## src/rtl/multiword_add_seq.sv

```systemverilog
// Multi-precision add/subtract sequencer: one WIDTH-bit ripple slice is reused
// NWORDS times, least-significant word first, with the inter-word carry held in a register.

module multiword_add_seq_slice #(
  parameter int WIDTH = 4
) (
  input  logic [WIDTH-1:0] i_a,
  input  logic [WIDTH-1:0] i_b,
  input  logic             i_ci,
  output logic [WIDTH-1:0] o_s,
  output logic             o_co
);

  logic w_c;

  always_comb begin
    o_s = '0;
    // NOTE: blocking assignments inside always_comb let w_c ripple bit to bit
    // within one evaluation; non-blocking here would sample the stale carry.
    w_c = i_ci;
    for (int i = 0; i < WIDTH; i++) begin
      o_s[i] = i_a[i] ^ i_b[i] ^ w_c;
      w_c    = (i_a[i] & i_b[i]) | (w_c & (i_a[i] ^ i_b[i]));
    end
    o_co = w_c;
  end

endmodule

module multiword_add_seq #(
  parameter int WIDTH  = 4,
  parameter int NWORDS = 4
) (
  input  logic                     clk,
  input  logic                     rst_n,
  input  logic                     in_valid,
  output logic                     in_ready,
  input  logic [NWORDS*WIDTH-1:0]  a_in,
  input  logic [NWORDS*WIDTH-1:0]  b_in,
  input  logic                     sub_in,
  output logic                     out_valid,
  input  logic                     out_ready,
  output logic [NWORDS*WIDTH-1:0]  sum_o,
  output logic                     carry_o,
  output logic                     ovf_o,
  output logic                     busy_o
);

  localparam int N  = NWORDS * WIDTH;
  localparam int KW = (NWORDS > 1) ? $clog2(NWORDS) : 1;

  typedef enum logic [1:0] {
    ST_IDLE = 2'd0,
    ST_RUN  = 2'd1,
    ST_DONE = 2'd2
  } state_e;

  state_e          r_state;
  state_e          w_state_nxt;
  logic [KW-1:0]   r_k;
  logic            r_carry;
  logic            r_armed;
  logic [N-1:0]    r_op_a;
  logic [N-1:0]    r_op_b;
  logic [N-1:0]    r_sum;
  logic            r_carry_o;
  logic            r_ovf;

  logic            w_accept;
  logic            w_last;
  logic [WIDTH-1:0] w_a_word;
  logic [WIDTH-1:0] w_b_word;
  logic [WIDTH-1:0] w_sum_word;
  logic            w_co;

  assign in_ready  = (r_state == ST_IDLE);
  assign out_valid = (r_state == ST_DONE);
  assign busy_o    = (r_state == ST_RUN);
  assign sum_o     = r_sum;
  assign carry_o   = r_carry_o;
  assign ovf_o     = r_ovf;

  // r_armed is low on the edge that releases reset, so no operand is taken there.
  assign w_accept = in_valid && in_ready && r_armed;
  assign w_last   = (r_k == KW'(NWORDS - 1));

  always_ff @(posedge clk or negedge rst_n) begin
    if (!rst_n) begin
      r_state <= ST_IDLE;
      r_armed <= 1'b0;
    end else begin
      r_state <= w_state_nxt;
      r_armed <= 1'b1;
    end
  end

  always_comb begin
    w_state_nxt = r_state;
    case (r_state)
      ST_IDLE: if (w_accept)  w_state_nxt = ST_RUN;
      ST_RUN:  if (w_last)    w_state_nxt = ST_DONE;
      ST_DONE: if (out_ready) w_state_nxt = ST_IDLE;
      default:                w_state_nxt = ST_IDLE;
    endcase
  end

  always_comb begin
    w_a_word = '0;
    w_b_word = '0;
    for (int w = 0; w < NWORDS; w++) begin
      if (r_k == KW'(w)) begin
        w_a_word = r_op_a[w*WIDTH +: WIDTH];
        w_b_word = r_op_b[w*WIDTH +: WIDTH];
      end
    end
  end

  multiword_add_seq_slice #(.WIDTH(WIDTH)) u_slice (
    .i_a  (w_a_word),
    .i_b  (w_b_word),
    .i_ci (r_carry),
    .o_s  (w_sum_word),
    .o_co (w_co)
  );

  // NOTE: operand registers carry no reset; they are always loaded on accept
  // before the slice reads them, and leaving them out of reset keeps them plain flops.
  always_ff @(posedge clk) begin
    if (w_accept) begin
      r_op_a <= a_in;
      r_op_b <= sub_in ? ~b_in : b_in;
    end
  end

  always_ff @(posedge clk or negedge rst_n) begin
    if (!rst_n) begin
      r_k       <= '0;
      r_carry   <= 1'b0;
      r_sum     <= '0;
      r_carry_o <= 1'b0;
      r_ovf     <= 1'b0;
    end else begin
      case (r_state)
        ST_IDLE: begin
          if (w_accept) begin
            r_k     <= '0;
            r_carry <= sub_in;
          end
        end
        ST_RUN: begin
          for (int w = 0; w < NWORDS; w++) begin
            if (r_k == KW'(w)) r_sum[w*WIDTH +: WIDTH] <= w_sum_word;
          end
          r_carry <= w_co;
          if (w_last) begin
            // Subtract already holds ~B in r_op_b, so the same sign test covers both ops.
            r_carry_o <= w_co;
            r_ovf     <= (r_op_a[N-1] == r_op_b[N-1]) &&
                         (w_sum_word[WIDTH-1] != r_op_a[N-1]);
          end else begin
            r_k <= r_k + 1'b1;
          end
        end
        default: ;
      endcase
    end
  end

endmodule

```

## config.mk

```make
export PLATFORM = sky130hd
export DESIGN_NAME = multiword_add_seq
export DESIGN_NICKNAME = d
export VERILOG_FILES = /design/src/rtl/multiword_add_seq.sv
export SDC_FILE = /design/constraint.sdc
export NUM_CORES = 1
export LEC_CHECK = 0
export ABC_AREA = 1
export BUFFER_PORTS_ARGS = -buffer_cell sky130_fd_sc_hd__buf_2
export CAP_MARGIN = 5
export CORE_ASPECT_RATIO = 2
export CORE_UTILIZATION = 30
export CTS_CLUSTER_SIZE = 10
export DETAILED_ROUTE_END_ITERATION = 12
export GPL_TIMING_DRIVEN = 0
export HOLD_SLACK_MARGIN = 0.1
export PLACE_DENSITY_LB_ADDON = 0.3
export SYNTH_ARGS = -nofsm -noshare
export SYNTH_HDL_FRONTEND = slang
export SYNTH_SLANG_ARGS = --single-unit
```

## constraint.sdc

```tcl
create_clock -name clk -period 3.9 [get_ports clk]
set_input_delay 0.78 -clock clk [delete_from_list [all_inputs] [get_ports clk]]
set_output_delay 0.78 -clock clk [all_outputs]
set_load 0.005 [all_outputs]
```

==> results of run 1 <==
==> routing by layer <==
metal  up-vias  GRT usage, %  share of wire (%)  routed length, um
li1        890             -                  -                  -
met1       787          13.1                 36               1860
met2        43          24.4                 58               3010
met3         5          2.59                3.7                192
met4         0          5.32                2.0                106
met5         -             0                  0                  0
==> worst max-delay path, cell delays in order, from the launching register on <==
cell,delay [ps]
dfrtp_1,400
inv_1,100
ha_1,200
buf_4,180
inv_1,220
nor2_1,70
nor2_1,80
a21boi_0,140
fa_1,410
inv_1,70
fa_1,150
inv_1,50
fa_1,350
inv_1,70
fa_1,430
inv_1,170
nand3_1,90
nand2_1,70
nand2_1,50
nand2_1,60
==> power by group through the flow <==
stage               clock network (mW)  logic [mW]  registers [mW]
floorplan                            0       0.767           0.882
global placement                     0        1.16           0.885
detailed placement                   0        1.17           0.889
CTS                              0.452        1.17           0.878
global route                     0.475        1.32           0.893
finish                           0.437        1.14           0.876
==> state kept, by name, indices dropped and copies added (netlist names) <==
signal / flops
carry_o: 1
ovf_o: 1
r_armed: 1
r_carry: 1
r_k: 2
r_op_a: 16
r_op_b: 16
r_state: 2
sum_o: 16
==> cell families (layout without fill, tap and decap cells) <==
logic type               Yosys count  count (layout)  synth area share (%)
AO/OA/AOI/OAI                     31              31                  7.10
XOR/XNOR                          16              16                  5.49
adder cells (fa/ha/maj)            8               8                  5.10
other                              1               1                 0.147
flip-flops                        56              56                  61.1
AND/OR/NAND/NOR                   95              95                  15.7
buffers and inverters             29              93                  5.34
==> cell usage in the layout, fill, tap and decap left out, types with 3 or more instances in the layout <==
cell / Yosys / routed
o21ai_2: 5 / 5
ha_1: 4 / 4
nand3_1: 11 / 11
fa_1: 4 / 4
buf_2: 3 / 59
a21oi_1: 10 / 10
nand2_1: 62 / 62
nand2_2: 3 / 3
o21ai_0: 13 / 13
xor2_1: 16 / 16
edfxtp_1: 32 / 32
buf_4: 3 / 3
inv_1: 19 / 19
dfrtp_1: 24 / 24
clkbuf_16: 0 / 5
nor2_1: 14 / 14
==> cells in the mapped netlist, drive strengths merged, types with 4 or more instances <==
cell / number / area share, %
ha: 4 / 2.0
o21ai: 18 / 4.3
fa: 4 / 3.1
inv: 21 / 3.1
dfrtp: 24 / 24
xor2: 16 / 5.5
a21oi: 10 / 2.0
nor2: 15 / 2.5
edfxtp: 32 / 38
nand2: 66 / 10
buf: 7 / 1.9
nand3: 11 / 2.2
==> worst max path at each step <==
| stage | from | to | slack [ps] | cells past startpoint |
|---|---|---|---|---|
| after floorplan | r_k[0] | ovf_o | 870 | 19 |
| after global placement | r_k[0] | ovf_o | 480 | 19 |
| after detailed placement | r_k[0] | ovf_o | 470 | 19 |
| after CTS | r_k[0] | ovf_o | 430 | 19 |
| after global routing | r_k[0] | ovf_o | 160 | 19 |
| final | r_k[0] | ovf_o | 470 | 19 |
==> stage by stage <==
step | utilization [%] | hold slack (ps) | area (um2) | worst slack (ps)
after global routing | 37.4 | 506 | 3100 | 158
after detailed placement | 35.7 | 464 | 2960 | 470
after floorplan | - | 465 | 2550 | 866
after CTS | 37.4 | 482 | 3100 | 430
final | 37.4 | 463 | 3100 | 468
after global placement | 35.7 | 460 | 2960 | 483
==> area by class of cell <==
type | count | area share, %
Timing Repair Buffer | 56 | 9.04
Buffer | 7 | 1.57
Sequential cell | 56 | 50.4
Clock buffer | 5 | 4.04
Clock inverter | 3 | 0.565
Inverter | 22 | 2.83
Tap cell | 98 | 3.96
Multi-Input combinational cell | 151 | 27.6
==> results.yml, run 1 <==
synthesis:
  synthCells: 236
  synth-async-reset-ratio_pct: 42.9
  synth-edff-count: 32
  yosysUniqueCellTypes: 25
  synth_ff_type: "edfxtp_1"
  syn_avg_cell_area_um2: 10.8
  synth-seq-cells: 56
  ys_seq_area_share_pct: 61.1
  synth_area_um2: 2550
  synth_nets: 281
  ys_warn_count: 0
global_route:
  grt_pass1_vias: 1742
  grt_pass1_wl_um: 8470
  grt_overflow: 0
  antenna_found_initial: 0
  grt_max_degree: 33
  groute.usage.overall_pct: 13.0
sta:
  slew_headroom_pct: 20.2
  rsz0062_at_grt: "false"
  slew_violations: 0
  fmax_mhz: 291
  setup_viol: 0
  worstMarginPinSlew_ps: 1200
  finClkSkew_ps: 2.81
  fin_setup_tns_ps: 0
  period_share_pct: 88.0
  hold_violations: 0
  period_needed_ps: 3430
power_and_ir_drop:
  switching_power_mw: 1.01
  seqPwrFrac_pct: 35.7
  combPwrFrac_pct: 46.4
  clkPwrFrac_pct: 17.8
  power_density_nw_per_um2: 791
  leakagePower_nw: 1.46
  p_total_mw: 2.45
  sw_frac_of_total_pct: 41.3
  ir_worst_vdd_uv: 335
  p_int_mw: 1.44
drt:
  drt-pass1-iter-count: 4
  drc: 0
  routed_wl_um: 5170
  num_vias: 1725
  ant_nets: 0
  via_per_inst: 4.33
  wire_per_inst_um: 13.0
  drt_iter0_drc: 93
floorplanning:
  die_w_um: 67.2
  core_um2: 8290
  start_util_pct: 30.8
  die_y_um: 132
  die_area_um2: 8910
  num_io_pins: 58
  rows: 47
setup_path:
  worstPathRequired_ps: 4130
  path_class: "flip-flop to flip-flop"
  endpoint_kind: "flip-flop"
  rr_endpoint: "ovf_o"
  worst_r2r_path_depth: 19
  rrSetupSlack_ps: 470
  reg2reg_from: "r_k[0]"
  cp.arrival_ps: 3670
  cp_max_fo: 10
  start_kind: "flip-flop"
layout:
  instances_no_fill: 398
  seq_area_um2: 1560
  multi_input_area_um2: 856
  area_growth_pct: 21.4
  n_antenna_cell: 0
  nets: 344
  drive_above_1_share_pct: 28.3
  fillers: 843
clocking:
  cts.reportedPaths.clkPinSlew_ps: 70
  cts_sinks: 56
  cts_setup_buffers: 0
  cts_made_buffers: 5
  cts_resized: 0
  clk_latency_ps: 290
  ctsHoldBuffers: 0
  cts_buffer_depth: 2
  clockRootBuffer: "clkbuf_16"
  cts_tree: "done"
  htree_levels: 2
hold_path:
  hold_path_class: "input pin to asynchronous set/reset pin"
place:
  hpwl_um: 3970
  portBuffers: 56
  dpl.cell_count: 390
  place.gp.congestion: 0.814
outcome:
  outcome: "finished clean"
flow_run:
  max_cap_violations: 0
Note: power is estimated with default switching activity, not from simulation.
==> run 2, diff against run 1 <==
- ABC_AREA: 1 -> not set
==> run 2 against run 1 <==
Die area grew 0.72%. Highest routed layer unchanged. Area after synthesis grew 0.73%. Cell count shrank 13%. Clock skew grew 1.6 ps. Register-to-register slack lost 110 ps. Critical endpoint unchanged. Largest power group unchanged. Sequential power shrank 0.6%. Critical path depth shrank 3.
==> results.yml, run 2 <==
power_and_ir_drop:
  combPwrFrac_pct: 46.9
  clkPwrFrac_pct: 17.4
  power_density_nw_per_um2: 779
  switching_power_mw: 0.863
  leakagePower_nw: 1.42
  seqPwrFrac_pct: 35.7
  sw_frac_of_total_pct: 35.4
  ir_worst_vdd_uv: 343
  p_int_mw: 1.57
  p_total_mw: 2.44
global_route:
  grt_max_degree: 25
  groute.usage.overall_pct: 12.1
  grt_overflow: 0
  grt_pass1_vias: 1583
  antenna_found_initial: 0
  grt_pass1_wl_um: 7870
place:
  place.gp.congestion: 0.757
  place_area_um2: 2990
  portBuffers: 56
  hpwl_um: 3800
layout:
  layout_commonest_cell: "buf_2"
  n_antenna_cell: 0
  fin_area_um2: 3130
  layout_common_cells: "buf_2, edfxtp_1, dfrtp_1"
  area_growth_pct: 21.6
  nets: 293
  drive_above_1_share_pct: 36.9
setup_path:
  reg2reg_from: "r_k[1]"
  worstPathRequired_ps: 4070
  cp_max_fo: 7
  start_kind: "flip-flop"
  worst_r2r_path_depth: 16
  rrSetupSlack_ps: 360
  cp.arrival_ps: 3710
  path_class: "flip-flop to flip-flop"
  rr_endpoint: "ovf_o"
  endpoint_kind: "flip-flop"
clocking:
  clockRootBuffer: "clkbuf_16"
  cts_tree: "done"
  cts_sinks: 56
  ctsHoldBuffers: 0
  cts_setup_buffers: 0
  cts_buffer_depth: 2
  htree_levels: 2
  cts_made_buffers: 5
  clk_latency_ps: 290
  cts_resized: 0
  cts.reportedPaths.clkPinSlew_ps: 70
sta:
  fin_setup_tns_ps: 0
  finClkSkew_ps: 4.43
  fmax_mhz: 283
  setup_viol: 0
  hold_violations: 0
  worstMarginPinSlew_ps: 649
  slew_headroom_pct: 56.7
  slew_violations: 0
  hold_ws_ps: 469
  period_share_pct: 90.7
  rsz0062_at_grt: "false"
  period_needed_ps: 3540
drt:
  num_vias: 1568
  drc: 0
  via_per_inst: 4.52
  drt-pass1-iter-count: 4
  routed_wl_um: 4940
  drt_iter0_drc: 83
  ant_nets: 0
  wire_per_inst_um: 14.2
synthesis:
  synth_area_um2: 2570
  yosysMostFrequentCell: "edfxtp_1"
  synth_nets: 229
  synthTopCellsByArea: "edfxtp_1, dfrtp_1, xor2_1"
  yosys.area.top_type_share_pct: 37.4
  synth-async-reset-ratio_pct: 42.9
  post-synth-top-area-cell: "edfxtp_1"
  yosysUniqueCellTypes: 29
  synthCells: 184
  ys_top_cells_by_count: "edfxtp_1, dfrtp_1, xor2_1, nand2_1, inv_1"
  syn_avg_cell_area_um2: 14.0
  synth-seq-cells: 56
  ys_warn_count: 0
  synth-edff-count: 32
  ys_seq_area_share_pct: 60.7
  synth_ff_type: "edfxtp_1"
hold_path:
  hold_path_class: "input pin to asynchronous set/reset pin"
floorplanning:
  start_util_pct: 31.0
  core_um2: 8290
  die_w_um: 67.5
  die_y_um: 133
  rows: 47
  die_area_um2: 8970
  num_io_pins: 58
outcome:
  outcome: "finished clean"
flow_run:
  max_cap_violations: 0
[run 2: cell count changes after synthesis, moves of 5 or more]
cell     before  now
nand2_1      62   13
o21ai_2       5    0
mux2_2        0   10
a221o_1       0    5
nand3_1      11    0
inv_1        19   12
nor2_1       14    4
[run 2: worst max-delay path, cell delays in order, from the launching register on]
cell and delay, ps:
dfrtp_1 430, inv_1 90, ha_1 260, nor2b_4 150, buf_6 130, a221o_1 320
a22oi_2 150, fa_1 190, inv_1 50, fa_1 350, inv_1 80, fa_1 160
inv_1 60, fa_1 600, and3b_1 200, a21oi_1 120, o21ai_0 80
[run 2: per-layer routing]
metal | part of all wire (%) | up-vias | GRT usage (%)
met4 | 3.3 | 0 | 5.91
met5 | 0 | - | 0
met1 | 38 | 732 | 12.8
met2 | 55 | 51 | 21.6
li1 | - | 775 | -
met3 | 3.9 | 10 | 2.33
[run 2: area by class of cell]
type,instances,area (um2)
clock buffers,7,133
well taps,98,123
inverters,12,45.0
plain buffers,10,70.1
repair buffers,57,295
clock inverters,1,3.75
flip-flops and latches,56,1560
multi-input cells,106,898
fillers,796,5160
[run 2: per-stage QoR]
stage	cells	setup WS, ps	util [%]
floorplan	184	692	-
detailed placement	339	343	36.1
CTS	347	332	37.7
global placement	338	386	35.9
global route	347	159	37.7
finish	347	361	37.7
[run 2: cell families after synthesis]
family,after synthesis,synth area share [%]
DFF,56,60.7
AOI/OAI and AO/OA,39,11.0
and+or+nand+nor,32,8.76
buffers and inverters,22,4.47
xor gates and xnor gates,16,5.45
muxes,10,4.38
adders and majority gates,8,5.06
other,1,0.146
[run 2: power by group through the flow]
stage / clock network [mW] / registers (mW) / logic, mW
3_3_place_gp: 0 / 0.883 / 1.13
3_5_place_dp: 0 / 0.885 / 1.16
4_1_cts: 0.440 / 0.873 / 1.17
2_1_floorplan: 0 / 0.884 / 0.794
5_1_grt: 0.455 / 0.889 / 1.27
6_report: 0.424 / 0.871 / 1.14
[run 2: worst max-delay path by stage]
stage | endpoint | cells past startpoint | start | slack [ps]
finish | ovf_o | 16 | r_k[1] | 360
global route | ovf_o | 16 | r_k[0] | 160
CTS | ovf_o | 16 | r_k[0] | 330
detailed placement | ovf_o | 16 | r_k[0] | 340
floorplan | ovf_o | 16 | r_k[0] | 690
global placement | ovf_o | 16 | r_k[0] | 390
==> run 3, diff against run 2 <==
- ABC_AREA: not set -> 1
- CTS_CLUSTER_DIAMETER: not set -> 100
- REMOVE_ABC_BUFFERS: not set -> 1
==> run 3 against run 2 <==
Non-clock buffer count shrank 10. Setup slack gained 13 ps. Register-to-register slack is essentially flat. Design area shrank 2.2%. Fmax grew 0.36%. Critical path type unchanged.
==> results.yml, run 3 (synthesis gave the netlist of run 1 again) <==
outcome:
  outcome: "finished clean"
clocking:
  ctsHoldBuffers: 0
  clk_latency_ps: 290
  htree_levels: 2
  cts.reportedPaths.clkPinSlew_ps: 70
  cts_tree: "done"
  cts_resized: 0
  cts_sinks: 56
  cts_buffer_depth: 2
  clockRootBuffer: "clkbuf_16"
  cts_setup_buffers: 0
  cts_made_buffers: 5
drt:
  drt_iter0_drc: 95
  drc: 0
  num_vias: 1710
  met2_length_um: 2950
  routed_wl_um: 4950
  ant_nets: 0
  drt-pass1-iter-count: 4
  wire_per_inst_um: 12.6
  met3RoutedLength_um: 176
  highest_layer: "met4"
  wl_met1_um: 1720
  via_per_inst: 4.36
layout:
  n_antenna_cell: 0
  fin_area_um2: 3060
  layout_common_cells: "nand2_1, buf_2, edfxtp_1"
  nets: 338
  final_util_pct: 36.9
  area_growth_pct: 19.9
  drive_above_1_share_pct: 27.2
  layout_commonest_cell: "nand2_1"
  instances_no_fill: 392
  fillers: 838
sta:
  period_needed_ps: 3530
  fmax_mhz: 284
  setup_viol: 0
  hold_ws_ps: 460
  slew_violations: 0
  rsz0062_at_grt: "false"
  fin_setup_tns_ps: 0
  finClkSkew_ps: 4.25
  hold_violations: 0
  period_share_pct: 90.4
  slew_headroom_pct: 24.0
  worstMarginPinSlew_ps: 1140
global_route:
  grt_max_degree: 33
  antenna_found_initial: 0
  grt_pass1_vias: 1692
  groute.usage.overall_pct: 12.4
  grt_overflow: 0
  grt_pass1_wl_um: 8060
place:
  place_area_um2: 2910
  portBuffers: 57
  place.gp.congestion: 0.765
  hpwl_um: 3920
  dpl.cell_count: 384
floorplanning:
  rows: 47
  die_area_um2: 8910
  core_um2: 8290
  num_io_pins: 58
  die_w_um: 67.2
  start_util_pct: 30.8
  die_y_um: 132
setup_path:
  rr_endpoint: "ovf_o"
  path_class: "flip-flop to flip-flop"
  worst_r2r_path_depth: 18
  endpoint_kind: "flip-flop"
  start_kind: "flip-flop"
  cp.arrival_ps: 3720
  reg2reg_from: "r_k[0]"
  rrSetupSlack_ps: 370
  worstPathRequired_ps: 4090
  cp_max_fo: 10
hold_path:
  hold_path_class: "input pin to asynchronous set/reset pin"
power_and_ir_drop:
  leakagePower_nw: 1.42
  ir_worst_vdd_uv: 278
  power_density_nw_per_um2: 786
flow_run:
  max_cap_violations: 0
run 3: cell types whose count changed in the layout (fill, tap and decap cells not counted), moves of 4 or more:
cell,delta
nor2_1,+11
nand2_1,+49
nor2b_1,-4
a22o_1,-4
o21ai_2,+5
inv_1,+7
nand3_1,+11
nand3b_4,-4
a22oi_2,-4
a221o_1,-5
mux2_2,-10
run 3: per-stage QoR:
step	total power, mW	setup slack, ps
final	2.41	374
after global routing	2.65	11.2
after CTS	2.46	316
after detailed placement	2.01	351
after global placement	1.97	409
after floorplan	1.63	844
run 3: per-layer routing:
layer  GRT usage [%]  vias up
met5               0        -
li1                -      875
met4            5.32        0
met2            23.7       38
met3            2.59        7
met1            12.0      790
run 3: report_power, final:
part	internal [mW]	switching [mW]	total, mW
clock	0.239	0.203	0.442
sequential	0.796	0.0776	0.874
combinational	0.392	0.700	1.09
total	1.43	0.980	2.41
run 3: critical path, cell delays in order, from the launching register on:
cell      delay (ps)
dfrtp_1          420
inv_1            120
ha_1             420
inv_1            250
nor2_1           140
nor2_1            50
a21boi_0         290
fa_1             220
inv_1             50
fa_1             350
inv_1             80
fa_1             170
inv_1             50
fa_1             500
inv_1            100
nand3_1           80
nand2_1           50
nand2_1           50
nand2_1           50
run 3: final cells by class:
class	instances	area (um2)	share of cell area, %
Multi-Input combinational cell	151	856	28.0
Tap cell	98	123	4.00
Clock inverter	3	23.8	0.776
Sequential cell	56	1560	51.0
Inverter	22	87.6	2.86
Timing Repair Buffer	57	285	9.32
Clock buffer	5	125	4.09
run 3: worst max path at each step:
stage,startpoint,end,cells past startpoint
2_1_floorplan,r_k[0],ovf_o,18
3_3_place_gp,r_k[0],ovf_o,18
3_5_place_dp,r_k[0],ovf_o,18
4_1_cts,r_k[0],ovf_o,18
5_1_grt,r_k[0],ovf_o,18
6_report,r_k[0],ovf_o,18
